===== config.mk =====
export PLATFORM = sky130hd
export DESIGN_NAME = ysyx_24110006_lsu_axi
export DESIGN_NICKNAME = d
export VERILOG_FILES = /design/src/rtl/ysyx_24110006_lsu_axi.sv
export SDC_FILE = /design/constraint.sdc
export NUM_CORES = 1
export LEC_CHECK = 0
export CAP_MARGIN = 20
export CORE_MARGIN = 3
export CORE_UTILIZATION = 35
export DETAILED_ROUTE_END_ITERATION = 10
export PLACE_DENSITY = 0.73
export REMOVE_ABC_BUFFERS = 1
export SYNTH_ARGS = -nofsm -noshare
export SYNTH_HDL_FRONTEND = slang
export SYNTH_SLANG_ARGS = --single-unit
export TNS_END_PERCENT = 10

===== constraint.sdc =====
create_clock -name i_clock -period 2.4 [get_ports i_clock]
set_input_delay 0.6 -clock i_clock [delete_from_list [all_inputs] [get_ports i_clock]]
set_output_delay 0.6 -clock i_clock [all_outputs]
set_load 0.01 [all_outputs]

===== src/rtl/ysyx_24110006_lsu_axi.sv =====
// rtl/ysyx_24110006_lsu_axi.sv - load/store unit bridging single core requests onto an AXI4-Lite master
// One transaction in flight; misaligned requests answer with an error and never reach the bus.
module ysyx_24110006_lsu_axi #(
    parameter int STRB_W = 8
) (
    input  logic              i_clock,
    input  logic              i_reset,
    input  logic              i_req_valid,
    output logic              o_req_ready,
    input  logic              i_req_wen,
    input  logic [31:0]       i_req_addr,
    input  logic [31:0]       i_req_wdata,
    input  logic [1:0]        i_req_size,
    input  logic              i_req_unsigned,
    output logic              o_rsp_valid,
    input  logic              i_rsp_ready,
    output logic [31:0]       o_rsp_rdata,
    output logic              o_rsp_err,
    output logic [31:0]       o_axi_araddr,
    output logic              o_axi_arvalid,
    input  logic              i_axi_arready,
    input  logic [31:0]       i_axi_rdata,
    input  logic              i_axi_rvalid,
    input  logic [1:0]        i_axi_rresp,
    output logic              o_axi_rready,
    output logic [31:0]       o_axi_awaddr,
    output logic              o_axi_awvalid,
    input  logic              i_axi_awready,
    output logic [31:0]       o_axi_wdata,
    output logic [STRB_W-1:0] o_axi_wstrb,
    output logic              o_axi_wvalid,
    input  logic              i_axi_wready,
    input  logic [1:0]        i_axi_bresp,
    input  logic              i_axi_bvalid,
    output logic              o_axi_bready
);
    typedef enum logic [2:0] {S_IDLE, S_AR, S_R, S_AW_W, S_B, S_RSP} state_t;

    state_t      state_q, state_d;
    logic        req_ready_q, req_ready_d;
    logic        arvalid_q, arvalid_d;
    logic        rready_q, rready_d;
    logic        awvalid_q, awvalid_d;
    logic        wvalid_q, wvalid_d;
    logic        bready_q, bready_d;
    logic        rsp_valid_q, rsp_valid_d;
    logic        rsp_err_q, rsp_err_d;
    logic [31:0] rsp_rdata_q, rsp_rdata_d;
    logic [31:0] araddr_q, araddr_d;
    logic [31:0] awaddr_q, awaddr_d;
    logic [31:0] wdata_q, wdata_d;
    logic [3:0]  wstrb_q, wstrb_d;
    logic [1:0]  addr_lo_q, addr_lo_d;
    logic [1:0]  size_q, size_d;
    logic        unsigned_q, unsigned_d;

    logic        misaligned;
    logic [3:0]  strb_base;
    logic [31:0] lane_data;
    logic [31:0] load_ext;

    always_comb begin
        misaligned = (i_req_size == 2'd3)
                  || (i_req_size == 2'd1 && i_req_addr[0])
                  || (i_req_size == 2'd2 && i_req_addr[1:0] != 2'b00);
        case (i_req_size)
            2'd0:    strb_base = 4'b0001;
            2'd1:    strb_base = 4'b0011;
            default: strb_base = 4'b1111;
        endcase
        // Aligned half loads have addr_lo of 0 or 2, so one shift serves both lane sizes.
        lane_data = i_axi_rdata >> {addr_lo_q, 3'b000};
        case (size_q)
            2'd0:    load_ext = {{24{lane_data[7] & ~unsigned_q}}, lane_data[7:0]};
            2'd1:    load_ext = {{16{lane_data[15] & ~unsigned_q}}, lane_data[15:0]};
            default: load_ext = lane_data;
        endcase
    end

    always_comb begin
        state_d     = state_q;
        arvalid_d   = arvalid_q;
        rready_d    = rready_q;
        awvalid_d   = awvalid_q;
        wvalid_d    = wvalid_q;
        bready_d    = bready_q;
        rsp_valid_d = rsp_valid_q;
        rsp_err_d   = rsp_err_q;
        rsp_rdata_d = rsp_rdata_q;
        araddr_d    = araddr_q;
        awaddr_d    = awaddr_q;
        wdata_d     = wdata_q;
        wstrb_d     = wstrb_q;
        addr_lo_d   = addr_lo_q;
        size_d      = size_q;
        unsigned_d  = unsigned_q;
        case (state_q)
            S_IDLE: begin
                if (i_req_valid && req_ready_q) begin
                    addr_lo_d   = i_req_addr[1:0];
                    size_d      = i_req_size;
                    unsigned_d  = i_req_unsigned;
                    rsp_rdata_d = '0;
                    rsp_err_d   = misaligned;
                    if (misaligned) begin
                        rsp_valid_d = 1'b1;
                        state_d     = S_RSP;
                    end else if (i_req_wen) begin
                        awvalid_d = 1'b1;
                        wvalid_d  = 1'b1;
                        awaddr_d  = {i_req_addr[31:2], 2'b00};
                        wdata_d   = i_req_wdata << {i_req_addr[1:0], 3'b000};
                        wstrb_d   = strb_base << i_req_addr[1:0];
                        state_d   = S_AW_W;
                    end else begin
                        arvalid_d = 1'b1;
                        araddr_d  = {i_req_addr[31:2], 2'b00};
                        state_d   = S_AR;
                    end
                end
            end
            S_AR: begin
                if (i_axi_arready) begin
                    arvalid_d = 1'b0;
                    rready_d  = 1'b1;
                    state_d   = S_R;
                end
            end
            S_R: begin
                if (i_axi_rvalid) begin
                    rready_d    = 1'b0;
                    rsp_rdata_d = load_ext;
                    rsp_err_d   = |i_axi_rresp;
                    rsp_valid_d = 1'b1;
                    state_d     = S_RSP;
                end
            end
            S_AW_W: begin
                // Address and data channels retire independently; leave once both are gone.
                if (i_axi_awready) awvalid_d = 1'b0;
                if (i_axi_wready)  wvalid_d  = 1'b0;
                if (!awvalid_d && !wvalid_d) begin
                    bready_d = 1'b1;
                    state_d  = S_B;
                end
            end
            S_B: begin
                if (i_axi_bvalid) begin
                    bready_d    = 1'b0;
                    rsp_rdata_d = '0;
                    rsp_err_d   = |i_axi_bresp;
                    rsp_valid_d = 1'b1;
                    state_d     = S_RSP;
                end
            end
            S_RSP: begin
                if (i_rsp_ready) begin
                    rsp_valid_d = 1'b0;
                    rsp_rdata_d = '0;
                    rsp_err_d   = 1'b0;
                    state_d     = S_IDLE;
                end
            end
            default: state_d = S_IDLE;
        endcase
        req_ready_d = (state_d == S_IDLE);
    end

    always_ff @(posedge i_clock or negedge i_reset) begin
        if (!i_reset) begin
            state_q     <= S_IDLE;
            req_ready_q <= 1'b0;
            arvalid_q   <= 1'b0;
            rready_q    <= 1'b0;
            awvalid_q   <= 1'b0;
            wvalid_q    <= 1'b0;
            bready_q    <= 1'b0;
            rsp_valid_q <= 1'b0;
            rsp_err_q   <= 1'b0;
            rsp_rdata_q <= '0;
            araddr_q    <= '0;
            awaddr_q    <= '0;
            wdata_q     <= '0;
            wstrb_q     <= '0;
            addr_lo_q   <= '0;
            size_q      <= '0;
            unsigned_q  <= 1'b0;
        end else begin
            state_q     <= state_d;
            req_ready_q <= req_ready_d;
            arvalid_q   <= arvalid_d;
            rready_q    <= rready_d;
            awvalid_q   <= awvalid_d;
            wvalid_q    <= wvalid_d;
            bready_q    <= bready_d;
            rsp_valid_q <= rsp_valid_d;
            rsp_err_q   <= rsp_err_d;
            rsp_rdata_q <= rsp_rdata_d;
            araddr_q    <= araddr_d;
            awaddr_q    <= awaddr_d;
            wdata_q     <= wdata_d;
            wstrb_q     <= wstrb_d;
            addr_lo_q   <= addr_lo_d;
            size_q      <= size_d;
            unsigned_q  <= unsigned_d;
        end
    end

    assign o_req_ready   = req_ready_q;
    assign o_rsp_valid   = rsp_valid_q;
    assign o_rsp_rdata   = rsp_rdata_q;
    assign o_rsp_err     = rsp_err_q;
    assign o_axi_araddr  = araddr_q;
    assign o_axi_arvalid = arvalid_q;
    assign o_axi_rready  = rready_q;
    assign o_axi_awaddr  = awaddr_q;
    assign o_axi_awvalid = awvalid_q;
    assign o_axi_wdata   = wdata_q;
    assign o_axi_wstrb   = STRB_W'(wstrb_q);
    assign o_axi_wvalid  = wvalid_q;
    assign o_axi_bready  = bready_q;
endmodule


==> qor.csv <==
stage;metric;value;unit
critical_path;reg2reg_slack;0.47;ns
critical_path;cp_cell_sequence;clkdlybuf4s50_1 > o21ai_0 > nand2_1 > nor3_4 > buf_12 > mux2_2;
pwr;powerDensity;1150;nW/um^2
timing;timing.final.crit_share;83.3;%
layout;fillers;1591;
grt;grt_max_degree;55;
grt;grt_overflow;0;
timing;hold_viol;0;
cts;path_clk_slew;0.06;ns
critical_path;endpoint;o_axi_araddr[24];
hold_path;min_path_type;in2async;
grt;grt.total_usage;18.8;%
route;drt-pass1-iter-count;4;
yosys;synth-edff-count;0;
critical_path;r2r_start;addr_lo_q[0];
die;coreArea;18300;um^2
yosys;synth_area_per_cell;11.6;um^2
yosys;synth-main-ff-cell;dfrtp_1;
route;totalWireLength;19.7;mm
yosys;yosysMostFrequentCell;dfrtp_1;
die;ioPinCount;257;
layout;register_area;3600;um^2
route;vias;5423;
timing;slew_violations;0;
route;drt_iter0_markers;259;
timing;setup_violations;0;
yosys;async_flop_share;100;%
die;die_y;144;um
die;fp.dieW;144;um
cts;clockRootBuffer;clkbuf_16;
critical_path;reg2reg_to;o_rsp_rdata[10];
placement;hpwl;14.3;mm
pwr;p_leak;0.00444;uW
yosys;synth_largest_area_cell;dfrtp_1;
route;viasPerCell;5.07;
layout;area_growth;51.0;%
die;fp-row-count;49;
cts;cts_made_buffers;17;
cts;cts_tree;done;
grt;antenna_found_initial;1;
placement;gp_congestion;0.835;
timing;relSlewSlack;45.4;%
yosys;synth.ff_latch_count;144;
die;die_area;20800;um^2
critical_path;crit_path_max_incr_delay;0.45;ns
placement;port_buffers;248;
timing;finalCriticalPeriod;2.00;ns
yosys;yosysSeqAreaShare;54.0;%
yosys;synth_cells;577;
cts;cts_sinks;144;
route;post-route-drc-count;0;
placement;pre_cts_ws;-0.0345;ns
timing;fin_ws;0.400;ns
critical_path;cp-startpoint;i_req_size[1];
yosys;synth_common_cells;dfrtp_1 (144), mux2_2 (68), nand2_1 (67);
critical_path;crit_type;in2reg;
route;route.antenna.remaining_nets;0;
placement;dp_cells;1037;
grt;grt_pass1_wl;30.4;mm
die;initial_core_util;36.4;%
critical_path;cp-end-kind;flop;
cts;ctsHoldBuffers;0;
pwr;vdd.ir_drop.worst;0.572;mV
critical_path;cp_max_fo;23;
run;max_cap_violations;0;
critical_path;worstPathRequired;2.69;ns
cts;cts_resized;0;
cts;cts_setup_buffers;0;
outcome;status;complete, no violations;
timing;finClkSkew;0.00654;ns
cts;clock_path_buffers;2;
cts;cts_max_level;4;
critical_path;critical_path_arrival;2.29;ns
yosys;synth_warnings;0;
timing;max_freq;500;MHz
route;avgRoutedWirePerCell;18.5;um
layout;stdcell_count;1069;
layout;n_antenna_cell;0;
critical_path;r2r_cells;5;
critical_path;crit_path_start_kind;primary input;
yosys;netlist-cell-type-count;57;
cts;clkLatencyLatePin;0.41;ns
yosys;yosysTopAreaCellShare;54.0;%
timing;max_slew.worst_pin.slew;0.816;ns
yosys;synth_area_leaders;dfrtp_1 (54%), mux2_2 (11%), mux2i_1 (6.6%);
timing;rsz0062_at_grt;no;
grt;grt_pass1_vias;5528;
critical_path;cpMaxStageDelayCell;clkdlybuf4s50_1;
layout;fin_nets;940;
layout;multi_input_area;2820;um^2
yosys;netlist_area;6670;um^2
layout;drive_gt1_share;16.5;%
how the worst min path moves through the flow:
stage                      endpoint  cells past startpoint             from  slack, ns
floorplan              addr_lo_q[0]                      0          i_reset       0.30
global placement    o_axi_wdata[15]                      2  o_axi_wdata[15]       0.46
detailed placement   o_axi_wdata[2]                      2   o_axi_wdata[2]       0.47
CTS                 o_rsp_rdata[11]                      1          i_reset       0.13
global route         o_rsp_rdata[8]                      1          i_reset       0.15
finish              o_rsp_rdata[10]                      1          i_reset       0.13
flip-flops by register name, indices dropped and copies added, names as in the netlist:
signal,cells
o_rsp_valid,1
o_axi_awaddr,30
addr_lo_q,2
state_q,3
unsigned_q,1
o_axi_wdata,32
o_rsp_err,1
o_rsp_rdata,32
o_axi_awvalid,1
wstrb_q,4
o_axi_arvalid,1
o_axi_araddr,30
o_axi_wvalid,1
o_axi_bready,1
o_axi_rready,1
size_q,2
o_req_ready,1
cells by family after synthesis:
| logic type | Yosys count | share of synthesized area, % |
|---|---|---|
| AOI/OAI and AO/OA | 126 | 13.1 |
| DFF | 144 | 54.0 |
| and+or+nand+nor | 132 | 9.81 |
| xor gates and xnor gates | 1 | 0.131 |
| other | 1 | 0.0562 |
| muxes | 115 | 18.8 |
| buffers and inverters | 58 | 4.18 |
where the power goes:
group	leakage, uW	switching (uW)	internal (uW)
clock	0.000258	1110	1400
combinational	0.00231	2140	2900
sequential	0.00188	632	3440
total	0.00444	3880	7740
critical path: cells and delay by family:
| kind | cells | cell delay [ns] |
|---|---|---|
| buffers and inverters | 2 | 0.66 |
| AND/OR/NAND/NOR | 2 | 0.40 |
| multiplexers | 1 | 0.35 |
| AO/OA/AOI/OAI | 1 | 0.26 |
through the flow:
step	hold WS, ns	utilization (%)	total power [uW]	cell area (um^2)	setup TNS, ns
6_report	0.126	55.0	11600	10100	0
5_1_grt	0.147	55.0	12300	10100	0
4_1_cts	0.127	55.0	11700	10100	0
3_5_place_dp	0.470	51.9	9150	9520	-0.554
3_3_place_gp	0.460	51.9	9070	9520	0
2_1_floorplan	0.304	-	6230	6450	-121.70
layout make-up:
type,count,share of cell area [%]
clock buffers,20,4.53
clock inverters,12,1.01
inverters,7,0.261
multi-input cells,382,28.0
flip-flops and latches,144,35.8
well taps,229,2.84
repair buffers,275,27.6
metal layers:
metal	vias up	routed length [um]	GRT usage (%)
met1	2603	8000	22.9
met3	15	2410	9.23
met2	239	9070	30.1
li1	2564	-	-
met5	-	13	0
met4	2	248	4.81
cell usage in the layout, fill, tap and decap left out, drive strengths merged, types with 2 or more instances in the layout:
cell and n:
a31oi 2, o21ai 30, or2 2, clkinvlp 5
conb 8, a32o 7, nand3b 8, nor2 23
a221o 8, inv 12, o31ai 9, and2 2
nand2 67, clkinv 2, a21oi 30, nand2b 4
and3b 3, nor3 2, nand3 2, mux2i 44
clkdlybuf4s50 245, clkbuf 20, mux2 70, dfrtp 144
nor2b 10, buf 30, a22oi 3, a211o 8
a211oi 11, o2bb2ai 8
No activity file was read; power rests on OpenSTA's default activity.
